### src/rtl/pin_lock_pkg.sv
// Shared types and default timing for the PIN entry sequencer.
package pin_lock_pkg;

  typedef enum logic [1:0] {
    ST_ENTRY   = 2'd0,
    ST_OPEN    = 2'd1,
    ST_ERROR   = 2'd2,
    ST_LOCKOUT = 2'd3
  } fsm_e;

  localparam int unsigned PIN_LEN = 4;
  localparam int unsigned IDX_W   = 2;
  localparam int unsigned CNT_W   = 3;

  localparam int unsigned DEF_UNLOCK_CYCLES  = 8;
  localparam int unsigned DEF_ERROR_CYCLES   = 4;
  localparam int unsigned DEF_LOCKOUT_CYCLES = 16;
  localparam int unsigned DEF_MAX_TRIES      = 3;
  localparam int unsigned DEF_TIMER_W        = 8;

endpackage

### src/rtl/pin_entry_sequencer_if.sv
// Keypad-side strobes in, digit index and status out.
interface pin_entry_sequencer_if;
  import pin_lock_pkg::*;

  logic             enter;
  logic             correct_digit;
  logic             clear;
  logic [IDX_W-1:0] state;
  logic             unlocked;
  logic             error;
  logic             locked_out;
  logic [CNT_W-1:0] tries_left;

  modport master (
    output enter, correct_digit, clear,
    input  state, unlocked, error, locked_out, tries_left
  );

  modport slave (
    input  enter, correct_digit, clear,
    output state, unlocked, error, locked_out, tries_left
  );
endinterface

### src/rtl/pin_entry_sequencer_phase_timer.sv
// Loadable down-counter shared by the OPEN, ERROR and LOCKOUT phases.
module phase_timer #(
  parameter int unsigned WIDTH = 8
) (
  input  logic             clk,
  input  logic             rst,
  input  logic             load,
  input  logic [WIDTH-1:0] load_val,
  output logic             zero
);

  logic [WIDTH-1:0] cnt_q, cnt_d;

  always_comb begin
    cnt_d = cnt_q;
    if (load) begin
      cnt_d = load_val;
    end else if (cnt_q != '0) begin
      cnt_d = cnt_q - WIDTH'(1);
    end
  end

  always_ff @(posedge clk or posedge rst) begin
    if (rst) cnt_q <= '0;
    else     cnt_q <= cnt_d;
  end

  assign zero = (cnt_q == '0);

endmodule

### src/rtl/pin_entry_sequencer.sv
// Digit-index sequencer: collects four digit verdicts, then runs unlock/error/lockout phases.
module pin_entry_sequencer
  import pin_lock_pkg::*;
#(
  parameter int unsigned UNLOCK_CYCLES  = DEF_UNLOCK_CYCLES,
  parameter int unsigned ERROR_CYCLES   = DEF_ERROR_CYCLES,
  parameter int unsigned LOCKOUT_CYCLES = DEF_LOCKOUT_CYCLES,
  parameter int unsigned MAX_TRIES      = DEF_MAX_TRIES,
  parameter int unsigned TIMER_W        = DEF_TIMER_W
) (
  input  logic                  clk,
  input  logic                  rst,
  pin_entry_sequencer_if.slave  bus
);

  localparam logic [IDX_W-1:0] LAST_IDX = IDX_W'(PIN_LEN - 1);
  localparam logic [CNT_W-1:0] MAX_T    = CNT_W'(MAX_TRIES);

  fsm_e             fsm_q, fsm_d;
  logic [IDX_W-1:0] state_q, state_d;
  logic             match_q, match_d;
  logic [CNT_W-1:0] fail_q, fail_d;
  logic             unlocked_q, unlocked_d;
  logic             error_q, error_d;
  logic             locked_out_q, locked_out_d;
  logic [CNT_W-1:0] tries_q, tries_d;

  logic               tmr_load;
  logic [TIMER_W-1:0] tmr_val;
  logic               tmr_zero;

  phase_timer #(.WIDTH(TIMER_W)) u_timer (
    .clk      (clk),
    .rst      (rst),
    .load     (tmr_load),
    .load_val (tmr_val),
    .zero     (tmr_zero)
  );

  always_comb begin
    fsm_d    = fsm_q;
    state_d  = state_q;
    match_d  = match_q;
    fail_d   = fail_q;
    tmr_load = 1'b0;
    tmr_val  = '0;

    case (fsm_q)
      ST_ENTRY: begin
        if (bus.clear) begin
          state_d = '0;
          match_d = 1'b1;
        end else if (bus.enter) begin
          // Index advances regardless of the digit so a wrong one is never revealed early.
          if (state_q == LAST_IDX) begin
            state_d  = '0;
            match_d  = 1'b1;
            tmr_load = 1'b1;
            if (match_q && bus.correct_digit) begin
              fsm_d   = ST_OPEN;
              tmr_val = TIMER_W'(UNLOCK_CYCLES - 1);
              fail_d  = '0;
            end else if (fail_q + CNT_W'(1) == MAX_T) begin
              fsm_d   = ST_LOCKOUT;
              tmr_val = TIMER_W'(LOCKOUT_CYCLES - 1);
            end else begin
              fsm_d   = ST_ERROR;
              tmr_val = TIMER_W'(ERROR_CYCLES - 1);
              fail_d  = fail_q + CNT_W'(1);
            end
          end else begin
            state_d = state_q + IDX_W'(1);
            match_d = match_q & bus.correct_digit;
          end
        end
      end
      ST_OPEN, ST_ERROR: begin
        state_d = '0;
        if (tmr_zero) fsm_d = ST_ENTRY;
      end
      ST_LOCKOUT: begin
        state_d = '0;
        if (tmr_zero) begin
          fsm_d  = ST_ENTRY;
          fail_d = '0;
        end
      end
      default: fsm_d = ST_ENTRY;
    endcase

    // Phase outputs are registered from the next state so they rise with the final enter edge.
    unlocked_d   = (fsm_d == ST_OPEN);
    error_d      = (fsm_d == ST_ERROR);
    locked_out_d = (fsm_d == ST_LOCKOUT);
    tries_d      = MAX_T - fail_d;
  end

  always_ff @(posedge clk or posedge rst) begin
    if (rst) begin
      fsm_q        <= ST_ENTRY;
      state_q      <= '0;
      match_q      <= 1'b1;
      fail_q       <= '0;
      unlocked_q   <= 1'b0;
      error_q      <= 1'b0;
      locked_out_q <= 1'b0;
      tries_q      <= MAX_T;
    end else begin
      fsm_q        <= fsm_d;
      state_q      <= state_d;
      match_q      <= match_d;
      fail_q       <= fail_d;
      unlocked_q   <= unlocked_d;
      error_q      <= error_d;
      locked_out_q <= locked_out_d;
      tries_q      <= tries_d;
    end
  end

  assign bus.state      = state_q;
  assign bus.unlocked   = unlocked_q;
  assign bus.error      = error_q;
  assign bus.locked_out = locked_out_q;
  assign bus.tries_left = tries_q;

endmodule
### src/flat_wrapper.sv
// flat-port wrapper written by rule: the top's interface ports become plain ports
module pin_entry_sequencer_flat import pin_lock_pkg::*;
#(
  parameter int unsigned UNLOCK_CYCLES  = DEF_UNLOCK_CYCLES,
  parameter int unsigned ERROR_CYCLES   = DEF_ERROR_CYCLES,
  parameter int unsigned LOCKOUT_CYCLES = DEF_LOCKOUT_CYCLES,
  parameter int unsigned MAX_TRIES      = DEF_MAX_TRIES,
  parameter int unsigned TIMER_W        = DEF_TIMER_W
)
  (clk, rst, bus_enter, bus_correct_digit, bus_clear, bus_state, bus_unlocked, bus_error, bus_locked_out, bus_tries_left);
  pin_entry_sequencer_if bus_i ();
  input  logic clk;
  input  logic rst;
  input wire logic [$bits(bus_i.enter)-1:0] bus_enter;
  input wire logic [$bits(bus_i.correct_digit)-1:0] bus_correct_digit;
  input wire logic [$bits(bus_i.clear)-1:0] bus_clear;
  output wire logic [$bits(bus_i.state)-1:0] bus_state;
  output wire logic [$bits(bus_i.unlocked)-1:0] bus_unlocked;
  output wire logic [$bits(bus_i.error)-1:0] bus_error;
  output wire logic [$bits(bus_i.locked_out)-1:0] bus_locked_out;
  output wire logic [$bits(bus_i.tries_left)-1:0] bus_tries_left;
  assign bus_i.enter = bus_enter;
  assign bus_i.correct_digit = bus_correct_digit;
  assign bus_i.clear = bus_clear;
  assign bus_state = bus_i.state;
  assign bus_unlocked = bus_i.unlocked;
  assign bus_error = bus_i.error;
  assign bus_locked_out = bus_i.locked_out;
  assign bus_tries_left = bus_i.tries_left;
  pin_entry_sequencer #(.UNLOCK_CYCLES(UNLOCK_CYCLES), .ERROR_CYCLES(ERROR_CYCLES), .LOCKOUT_CYCLES(LOCKOUT_CYCLES), .MAX_TRIES(MAX_TRIES), .TIMER_W(TIMER_W)) u_core (.clk(clk), .rst(rst), .bus(bus_i));
endmodule
### config.mk
export PLATFORM = sky130hd
export DESIGN_NAME = pin_entry_sequencer_flat
export DESIGN_NICKNAME = d
export VERILOG_FILES = /design/src/rtl/pin_lock_pkg.sv /design/src/rtl/pin_entry_sequencer_if.sv /design/src/rtl/pin_entry_sequencer_phase_timer.sv /design/src/rtl/pin_entry_sequencer.sv /design/src/flat_wrapper.sv
export SDC_FILE = /design/constraint.sdc
export NUM_CORES = 1
export LEC_CHECK = 0
export ABC_AREA = 1
export CORE_MARGIN = 8
export CORE_UTILIZATION = 30
export CTS_BUF_LIST = sky130_fd_sc_hd__clkbuf_4 sky130_fd_sc_hd__clkbuf_8 sky130_fd_sc_hd__clkbuf_16
export CTS_CLUSTER_DIAMETER = 200
export DETAILED_ROUTE_END_ITERATION = 7
export GPL_TIMING_DRIVEN = 0
export PLACE_DENSITY = 0.55
export SYNTH_ARGS = -nofsm -noshare
export SYNTH_HDL_FRONTEND = slang
export SYNTH_SLANG_ARGS = --single-unit
### constraint.sdc
create_clock -name clk -period 1.3 [get_ports clk]
set_input_delay 0.26 -clock clk [delete_from_list [all_inputs] [get_ports clk]]
set_output_delay 0.26 -clock clk [all_outputs]
set_load 0.005 [all_outputs]
# --- Word-level counts from Yosys, hierarchy flattened ---
# Cells that the tools add are included.
word_totals:
  ff_bits: 22
  output_inout_bits: 8
  elab_cells: 64
classes:
  n_addsub: 4
  n_eq_ne: 9
  muxes: 33
  n_bitwise: 1
  reduce_logical: 8
ops:
  columns: ["op", "count"]
  rows:
  - ["$mux W8", 7]
  - ["$mux W3", 6]
  - ["$mux W2", 8]
  - ["$eq A2 B2 Y1 const B", 5]
  - ["$logic_not A8 Y1", 1]
  - ["$mux W1", 8]
  - ["$pmux W2 S2", 2]
  - ["$reduce_bool A8 Y1", 1]
  - ["$sub A8 B1 Y8 const B", 1]
  - ["$pmux W3 S2", 1]
  - ["$eq A2 B1 Y1 const B", 2]
  - ["$mux W4", 1]
  - ["$reduce_bool A2 Y1", 2]
  - ["$add A3 B1 Y3 const B", 1]
  - ["$eq A3 B2 Y1 const B", 1]
  - ["$ne A3 B3 Y1 const B", 1]
  - ["$reduce_or A3 Y1", 1]
  - ["$sub A2 B3 Y3 const A", 1]
  - ["$add A2 B1 Y2 const B", 1]
  - ["$logic_not A2 Y1", 1]
  - ["$reduce_and A2 Y1", 1]
  - ["$and A1 B1 Y1", 1]
  - ["$logic_and A1 B1 Y1", 1]

# --- Depth between registers and ports, before layout ---
depth:
  ltp_word: 9
  depth_mapped: 10

# --- By module ---
# From an unflattened synthesis, not the netlist that was laid out.
hier_totals:
  hier_cells: 158
  area_unflattened_um2: 1252.5
by_module_without_submodules:
  columns: ["mod", "instances", "cells_each", "area_each_um2", "seq_area_each_um2"]
  rows:
  - ["pin_entry_sequencer", 1, 87, 721.9, 329.1]
  - ["phase_timer", 1, 71, 530.5, 200.2]

# --- Worst setup path before layout ---
# No wires, ideal clock.
synth_timing:
  path_type: "register to register"
  startpoint: "register u_core.fsm_q[0]"
  endpoint: "register u_core.u_timer.cnt_q[2]"
  setup_time_ps: 123
  t_arrival_ps: 1226
  required_time_ps: 1177
  slack_ps: -50
  path_stages_with_launch: 8
  n_path_buf: 0
  synth_period_minus_slack_ps: 1350
  cell_sequence: "dfrtp_1 > inv_1 > ha_1 > nand4_4 > nor2_8 > nand2_2 > o21ai_0 > nor2_1"
synth_via:
  elab_chain_cells: 3
synth_rtl:
  columns: ["item", "line_no", "rtl"]
  rows:
  - ["start, declared", "pin_entry_sequencer.sv:19", "fsm_e fsm_q, fsm_d;"]
  - ["start signal, assigned", "pin_entry_sequencer.sv:109", "fsm_q <= fsm_d;"]
  - ["$logic_not A2 Y1 (*)", "pin_entry_sequencer.sv:48", "case (fsm_q)"]
  - ["$mux W8 or $mux W1 (tied branches)", "pin_entry_sequencer.sv:48", null]
  - ["$mux W8 or $reduce_bool A2 Y1 (tied branches)", null, null]
  - ["end signal, assigned", "pin_entry_sequencer_phase_timer.sv:25", "else cnt_q <= cnt_d;"]
  - ["end, declared", "pin_entry_sequencer_phase_timer.sv:12", "logic [WIDTH-1:0] cnt_q, cnt_d;"]
# Mark *: on every way between the ends. The rest lies on a longest branch, timed or not.
# A chain may end at the register's enable or synchronous reset.

==> metrics.txt <==
P per Cell Area 1930 nW/um2; Synth Cell Area 1180 um2; Skew-Pair Late Insertion Delay 0.26 ns; Layout Cells excl Fill 221; final setup vio count 7; CP delay by family, top buffers and inverters; synth unique cells 25; sequential power share 34.5%; Worst Setup End Kind flop; top layer in use met4; power share of the clock group 13.8%; hold bufs inserted after CTS 0; final hold violations 0; Crit path largest cell delay 0.48 ns; Worst Path Buf+Inv 3; syn_nets 155; Clock Sinks 21; achievable frequency 752 MHz; leakage 0.826 nW; Initial Utilization 30.4%; TritonCTS buffer count 3; Residual DRC 0; outcome finished with violations; Tcrit/Tclk final 102%; #FFs+latches synth 21; max_slew headroom 44.2%; Logic pwr share 51.7%; initial antenna violation count 0; critical path startpoint category input pin; maxcap violations 0; Yosys top cell by area dfrtp_1; CP max-delay cell clkdlybuf4s50_1; HPWL Detailed 1800 um; DRT Wirelength 2620 um; die height 78.8 um; dpl ws -0.332 ns; Async SR Flop Fraction 100%; Total Routing Usage GR 8.69%; Sw Share 40.4%; first-pass GRT wire length 4380 um; pin count of the biggest net entering global routing 22; Synth Warn # 0; H-tree depth 1; Die ar. 6210 um2; met1 WL 1080 um; Net Sw Power 1.25 mW; DR iter-0 viols 26; WS Path Type input pin to flop; failing checks negative setup slack; RSZ-0062 raised after global routing yes; Clock transition at path regs 0.08 ns; layout cells sized above 1 37.4%; CTS tree done; GR Overflow Total 0; met2 wire length 1410 um; number of global-route vias before repair 994; top_reg_cell synth dfrtp_1; placed cell count 206; Mean Syn Cell Area 8.21 um2; Final Net Count 183; required time of the critical path 1.51 ns; Placer Congestion 0.773; minimum clock period after layout 1.33 ns; Antenna Cells 0; WL/cell 11.9 um; EDFF count, synth 0; internal cell power 1.85 mW; register area share after synthesis 44.8%; Via density 4.39; Fin Clk Skew 0.00127 ns; Worst-Margin Slew 0.837 ns; row count 23; Crit Path Max Fanout 6; maximum VDD drop 0.775 mV; Hold Crit Class input pin to async pin; final core occ 41.3%; Ports 13; Die W 78.8 um; CTS root buffer clkbuf_8; crit-path cells clkdlybuf4s50_1 -> inv_2 -> nand4_4 -> nor2_8 -> nand3_2 -> nand2_2 -> nand2_2 -> inv_2; Worst Path Arrival 1.54 ns; IO buf count 12; Synth area leaders dfrtp_1, nand2_1, inv_1; area delta synth->final 35.7%; met3 WL 83 um; Core ar. 3880 um2; number of routed nets with antenna violations 0; Max clock buf depth 2; PnR worst setup slack -0.0295 ns; 1st-pass router iterations 4; pins over their slew limit 0; Vias 971; Yosys top cell area share 38.1%; Synth Instances 144
[cells by family (layout without fill, tap and decap cells)]
family | Yosys count | in the layout | synth area share (%)
simple gates | 66 | 66 | 29.0
compound gates | 14 | 14 | 6.98
buf+inv | 35 | 62 | 11.4
flops | 21 | 21 | 44.8
fa+ha+maj | 6 | 6 | 6.35
xor+xnor | 2 | 2 | 1.48
[state kept, by name, summed over array words and instances (netlist names), named ones only]
signal,flops
u_core.u_timer.cnt_q,8
u_core.fail_q,1
u_core.bus.error,1
u_core.match_q,1
u_core.bus.unlocked,1
u_core.bus.tries_left,2
u_core.fsm_q,2
u_core.bus.state,2
u_core.bus.locked_out,1
[final timing paths]
| path | endpoint | slack, ns | cells past startpoint | startpoint |
|---|---|---|---|---|
| max | flop | -0.03 | 8 | bus_clear |
| min | u_core.bus.error$_DFF_PP0_ | 0.46 | 2 | rst |
| max reg2reg | flop | -0.02 | 9 | u_core.fail_q[1]$_DFF_PP0_ |
| min reg2reg | u_core.match_q$_DFFE_PP1P_ | 0.47 | 2 | u_core.match_q$_DFFE_PP1P_ |
| max in group asynchronous | async pin | 0.32 | 2 | rst |
| min in group clk | u_core.match_q$_DFFE_PP1P_ | 0.47 | 2 | u_core.match_q$_DFFE_PP1P_ |
[Yosys cell counts, types with 3 or more instances]
| master | number |
|---|---|
| nand2_1 | 29 |
| nand2_2 | 5 |
| inv_2 | 6 |
| nor2_2 | 3 |
| o21ai_0 | 4 |
| nand3_1 | 11 |
| ha_1 | 6 |
| nor2_1 | 13 |
| inv_1 | 28 |
| dfrtp_1 | 18 |
| dfstp_2 | 3 |
| a21oi_1 | 5 |
[cells in the final DEF (no fill, tap or decap), types with 3 or more instances in the layout]
master / count
nor2_1: 11
a21oi_1: 3
buf_4: 12
inv_2: 14
nand2_4: 5
nand2_1: 24
nor2_2: 4
dfrtp_1: 18
dlygate4sd2_1: 6
clkdlybuf4s50_1: 3
nand2_2: 6
o21ai_0: 3
clkdlybuf4s15_1: 3
ha_4: 3
dfstp_2: 3
inv_1: 20
nand3_2: 5
nand3_1: 7
clkbuf_8: 3
[area by class of cell]
type | count | area (um2)
repair buffers | 23 | 195
fillers | 392 | 2280
well taps | 50 | 62.6
plain buffers | 1 | 7.51
flip-flops and latches | 21 | 529
multi-input cells | 88 | 636
clock buffers | 3 | 41.3
inverters | 34 | 128
clock inverters | 1 | 5.00
[worst register-to-register path, cell delays in order (launching register included)]
cell	delay, ns
dfrtp_1	0.42
ha_2	0.20
nand2_1	0.12
nand2_2	0.09
nand2_4	0.10
nand2_1	0.06
nand2_1	0.06
nand3_2	0.07
nand2_2	0.09
inv_2	0.03
[timing repair]
action                                  CTS  global route
resized for setup                        30            15
pin swaps                                11             7
endpoints found under the setup margin   23            17
buffers inserted                          7             4
[power groups by stage]
stage	sequential, mW	clock [mW]	combinational [mW]
floorplan	1.04	0	0.888
global placement	1.06	0	1.17
detailed placement	1.07	0	1.21
CTS	1.07	0.452	1.38
global route	1.10	0.486	1.79
finish	1.07	0.429	1.60
[metrics by stage]
stage / hold slack [ns] / cell area [um2] / power, mW / setup TNS, ns
after detailed placement: 0.458 / 1380 / 2.28 / -5.24
after floorplan: 0.234 / 1190 / 1.93 / 0
after global routing: 0.496 / 1600 / 3.37 / -0.883
after CTS: 0.469 / 1530 / 2.89 / -0.0647
after global placement: 0.445 / 1380 / 2.24 / -3.97
final: 0.463 / 1600 / 3.10 / -0.120
[routing by layer]
layer | GRT usage (%) | vias to the layer above
met4 | 3.89 | 0
met5 | 0 | -
met2 | 16.2 | 10
met3 | 2.48 | 6
met1 | 8.71 | 461
li1 | - | 494
Note: power is estimated with default switching activity, not from simulation.
==> RTL edit 1, RTL diff (same flow settings) <==
Re-encode `fsm_e` (4 states) as one-hot, 4 bits wide.
--- a/src/rtl/pin_lock_pkg.sv
+++ b/src/rtl/pin_lock_pkg.sv
@@ -1,11 +1,11 @@
 // Shared types and default timing for the PIN entry sequencer.
 package pin_lock_pkg;
 
-  typedef enum logic [1:0] {
-    ST_ENTRY   = 2'd0,
-    ST_OPEN    = 2'd1,
-    ST_ERROR   = 2'd2,
-    ST_LOCKOUT = 2'd3
+  typedef enum logic [3:0] {
+    ST_ENTRY   = 4'b0001,
+    ST_OPEN    = 4'b0010,
+    ST_ERROR   = 4'b0100,
+    ST_LOCKOUT = 4'b1000
   } fsm_e;
 
   localparam int unsigned PIN_LEN = 4;
Function: no difference found for any inputs over 10 cycles, from zero or initial values and one cycle with rst high; not proved beyond that.
==> RTL edit 1 against the original RTL <==
The flow still finishes with violations (negative setup slack); power is 4.7% lower; sequential share of layout area is 0.087 points lower; global-route usage is 0.59 points lower; die area is 10% higher; cell area is 10% higher; critical path depth stayed put; count of clock-buffer cells in the layout stayed put; sequential cell count is 2 higher; routed wire length is 0.80% higher; clock power is 6.3% higher; worst setup slack worse by 0.019 ns; synthesized area is 13% higher; sequential power is 9% higher.
==> RTL edit 1: results (changes against the original RTL) <==
stage	metric	value	unit	change
worst_setup_path	r2r_start	u_core.fsm_q[0]		was u_core.fail_q[1]
clocking	cts-htree-levels	1		unchanged
finish	antenna_cells	0		unchanged
grt	grt_max_degree	24		was 22
placed_design	dp.cells	223		was 206
grt	grt_pass1_vias	1065		was 994
timing	final.setup.worst_slack	-0.04875	ns	was -0.02946 ns
logic_synthesis	synth_fa_ha_area_share	3.738	%	was 6.349%
placed_design	dp_hpwl	1.921	mm	was 1.799 mm
routing	first_iter_violations	47		was 26
clocking	post_cts_resized	21		was 30
timing	fin_worst_skew	0.002650	ns	was 0.001275 ns
outcome	status	complete, but fails checks		unchanged
logic_synthesis	syn_nets	168		was 155
logic_synthesis	synthTopCellsByArea	dfrtp_1 36%, nand2_1 8.7%, dfstp_2 7.9%		was dfrtp_1 38%, nand2_1 9.2%, inv_1 8.9%
pwr	p_leak	0.8751	nW	was 0.8263 nW
clocking	postCtsSetupBuffers	11		was 7
grt	grt.total_usage	8.100	%	was 8.692%
worst_setup_path	cp_top_family	simple AND/OR/NAND/NOR gates		was buffers and inverters
logic_synthesis	synth.distinct_cells	27		was 25
finish	layout.nets	200		was 183
placed_design	finalWeightedCongestion	0.7493		was 0.7730
logic_synthesis	yosys-top-cells-count	31 x nand2_1, 21 x inv_1, 19 x dfrtp_1		was 29 x nand2_1, 28 x inv_1, 18 x dfrtp_1
routing	wl	2.645	mm	was 2.624 mm
placed_design	pre_cts_ws	-0.3773	ns	was -0.3315 ns
finish	drive_gt1_share	38.42	%	was 37.43%
grt	grt_pass1_wl	4.650	mm	was 4.381 mm
logic_synthesis	synth_compound_area_share	8.505	%	was 6.984%
routing	route.vias.total	1048		was 971
outcome	violations	negative setup slack		unchanged
pwr	peakVddDrop	0.0005901	V	was 0.0007754 V
worst_setup_path	cp_slowest_stage_delay	0.55	ns	was 0.48 ns
finish	reg.largest.list	u_core.u_timer.cnt_q x8, u_core.fsm_q x4		
worst_setup_path	crit_fanout	3		was 6
logic_synthesis	synth-xor-area-share	1.963	%	was 1.481%
timing	finalSetupViolCount	8		was 7
finish	final_cells	242		was 221
==> RTL edit 1: cell types whose count changed in the layout (fill, tap and decap cells not counted), sizes merged, moves of 2 or more <==
cell	delta
a21boi	+2
a21oi	-2
buf	+5
dlygate4sd2	-3
ha	-2
inv	-7
nand2	+4
nand4	+2
nor2	+9
nor3	+2
o21ai	+7
==> RTL edit 1: final cells by class <==
class	count	area share, %
flip-flops and latches	23	32.91
plain buffers	1	0.4255
clock buffers	3	2.340
repair buffers	27	12.98
inverters	27	5.745
clock inverters	1	0.2837
well taps	52	3.688
multi-input cells	108	41.63
==> RTL edit 1: stage by stage <==
step	power [mW]	instance area, µm²	hold slack [ns]	setup TNS, ns
final	2.954	1764	0.4744	-0.1472
after global routing	3.219	1764	0.5644	-1.685
after CTS	2.832	1678	0.4831	-0.4059
after detailed placement	2.239	1524	0.4672	-7.349
after global placement	2.212	1524	0.4604	-7.475
after floorplan	1.910	1339	0.2590	0
==> RTL edit 1: how the worst max path moves through the flow <==
| stage | start | to | slack, ns | cells after the start |
|---|---|---|---|---|
| 2_1_floorplan | u_core.u_timer.cnt_q[0] | register | 0.007 | 7 |
| 3_3_place_gp | bus_enter | register | -0.38 | 8 |
| 3_5_place_dp | bus_enter | register | -0.38 | 8 |
| 4_1_cts | u_core.bus.state[0] | register | -0.08 | 8 |
| 5_1_grt | u_core.bus.state[1] | register | -0.14 | 8 |
| 6_report | u_core.fsm_q[0] | register | -0.05 | 8 |
==> RTL edit 1: routing by layer <==
metal | track usage [%] | wire length [µm] | up-vias
met5 | 0 | 0 | -
met4 | 5.272 | 72 | 0
met1 | 9.931 | 1299 | 471
met2 | 12.52 | 1189 | 13
met3 | 1.660 | 83 | 5
li1 | - | - | 559
==> RTL edit 2, RTL diff (same settings) <==
Without the edit above. `CNT_W`: 3 -> 6.
--- a/src/rtl/pin_lock_pkg.sv
+++ b/src/rtl/pin_lock_pkg.sv
@@ -10,7 +10,7 @@
 
   localparam int unsigned PIN_LEN = 4;
   localparam int unsigned IDX_W   = 2;
-  localparam int unsigned CNT_W   = 3;
+  localparam int unsigned CNT_W   = 6;
 
   localparam int unsigned DEF_UNLOCK_CYCLES  = 8;
   localparam int unsigned DEF_ERROR_CYCLES   = 4;
Ports: changed (resized bus_tries_left); port bits go from 13 to 16. The function was not compared with the original's and may differ.
==> RTL edit 2 against the original RTL <==
The flow still finishes with violations (negative setup slack); critical path type is now reg -> reg; cell area increased by 49%; sequential share of layout area decreased by 4.4 points; worst setup slack got worse by 0.59 ns; sequential cell count increased by 6; critical path depth increased by 5; first-iteration DRC count increased by 31%; power increased by 35%; highest routed layer unchanged; die area increased by 21%; routed wire length increased by 41%; synthesized area increased by 27%.
==> RTL edit 2: results (changes against the original RTL) <==
stage	metric	value	unit	change
timing	fin_setup_tns	-7.127	ns	was -0.1204 ns
routing	first_iter_violations	34		was 26
timing	finalSetupViolCount	23		was 7
finish	clkbuf_count	4		was 3
finish	drive_gt1_share	51.03	%	was 37.43%
logic_synthesis	synth.yosys.seq_area_share	45.40	%	was 44.76%
clocking	clk_pin_slew	0.10	ns	was 0.08 ns
finish	final_cells	310		was 221
logic_synthesis	syn_nets	196		was 155
clocking	cts-htree-levels	1		unchanged
finish	fill_cells	448		was 392
placed_design	port_buffers	15		was 12
pwr	p_seq_share	31.1	%	was 34.5%
worst_setup_path	cp_slowest_stage_delay	0.46	ns	was 0.48 ns
finish	seq_area_share	28.56	%	was 33.00%
placed_design	finalWeightedCongestion	0.7474		was 0.7730
outcome	violations	negative setup slack		unchanged
pwr	peakVddDrop	0.001066	V	was 0.0007754 V
pwr	p_clk_share	12.5	%	was 13.8%
pwr	p_leak	1.159	nW	was 0.8263 nW
finish	signal_buffers	58		was 24
finish	multi_input_cells	111		was 88
routing	route.vias.total	1383		was 971
outcome	status	complete, but fails checks		unchanged
placed_design	dp.cells	265		was 206
grt	grt_pass1_wl	6.182	mm	was 4.381 mm
logic_synthesis	synthTopCellsByArea	dfrtp_1 40%, inv_1 9.5%, nand2_1 8.0%		was dfrtp_1 38%, nand2_1 9.2%, inv_1 8.9%
finish	layout.nets	257		was 183
grt	grt.met2_usage	17.08	%	was 16.24%
grt	grtUsageMet1	12.22	%	was 8.710%
timing	slew_headroom	60.23	%	was 44.16%
logic_synthesis	synth.distinct_cells	32		was 25
timing	fin_worst_skew	0.006730	ns	was 0.001275 ns
grt	grt_max_degree	28		was 22
finish	multi_input_area_share	36.77	%	was 39.63%
worst_setup_path	slowest_stage	dfrtp_2		was clkdlybuf4s50_1
timing	final.setup.worst_slack	-0.6197	ns	was -0.02946 ns
logic_synthesis	syn_area_per_cell	8.177	µm²	was 8.211 µm²
finish	clkCellAreaFrac	2.040	%	was 2.886%
routing	wl_per_cell	11.93	µm	was 11.87 µm
routing	drt-met1-wl	1.649	mm	was 1.084 mm
placed_design	pre_cts_ws	-0.9278	ns	was -0.3315 ns
routing	wl_met3	96	µm	was 83 µm
routing	wl_met2	1.860	mm	was 1.411 mm
finish	buf_share	21.18	%	was 12.64%
pwr	p_int	2.522	mW	was 1.847 mW
logic_synthesis	yosys-top-cells-count	38 x inv_1, 32 x nand2_1, 24 x dfrtp_1		was 29 x nand2_1, 28 x inv_1, 18 x dfrtp_1
placed_design	dp_hpwl	2.135	mm	was 1.799 mm
clocking	clk_latency	0.28	ns	was 0.26 ns
logic_synthesis	ys_ff_latch	27		was 21
grt	grt.total_usage	10.36	%	was 8.692%
grt	use_met3	1.418	%	was 2.483%
finish	n_all_inverters	43		was 34
[RTL edit 2: path summary, 6_finish.rpt]
path / startpoint / end / slack (ns) / cells after the start
setup / recovery: u_core.fail_q[0] / u_core.bus.tries_left[3] / -0.62 / 13
hold / removal: rst / u_core.u_timer.cnt_q[4] / 0.39 / 2
setup reg to reg: u_core.fail_q[0] / u_core.bus.tries_left[3] / -0.62 / 13
hold reg to reg: u_core.match_q / u_core.match_q / 0.55 / 1
max in group asynchronous: rst / u_core.fail_q[1] / 0.54 / 2
min in group clk: bus_enter / u_core.bus.state[1] / 0.42 / 4
[RTL edit 2: worst max-delay path, delay by kind of cell, from the launching register on]
family	cells	cell delay, ns
AND/OR/NAND/NOR	9	0.58
AO/OA/AOI/OAI	1	0.21
adder cells (fa/ha/maj)	2	0.48
flip-flops	1	0.46
buffers and inverters	1	0.06
[RTL edit 2: cell families after synthesis]
family | share of synthesized area [%]
XOR/XNOR | 2.927
flip-flops | 45.40
AND/OR/NAND/NOR | 24.83
adder cells (fa/ha/maj) | 6.689
AO/OA/AOI/OAI | 8.529
buffers and inverters | 11.62
[RTL edit 2: metrics by stage]
| stage | instance area (µm²) | hold WS [ns] |
|---|---|---|
| after global routing | 2392 | 0.4450 |
| after global placement | 1769 | 0.4528 |
| final | 2392 | 0.3887 |
| after detailed placement | 1769 | 0.4600 |
| after CTS | 2221 | 0.4072 |
| after floorplan | 1535 | 0.3105 |
[RTL edit 2: timing repair]
| item | CTS | global route |
|---|---|---|
| endpoints found under the setup margin | 35 | 26 |
| pin swaps | 12 | 21 |
| resized for setup | 72 | 34 |
| buffers inserted | 30 | 14 |
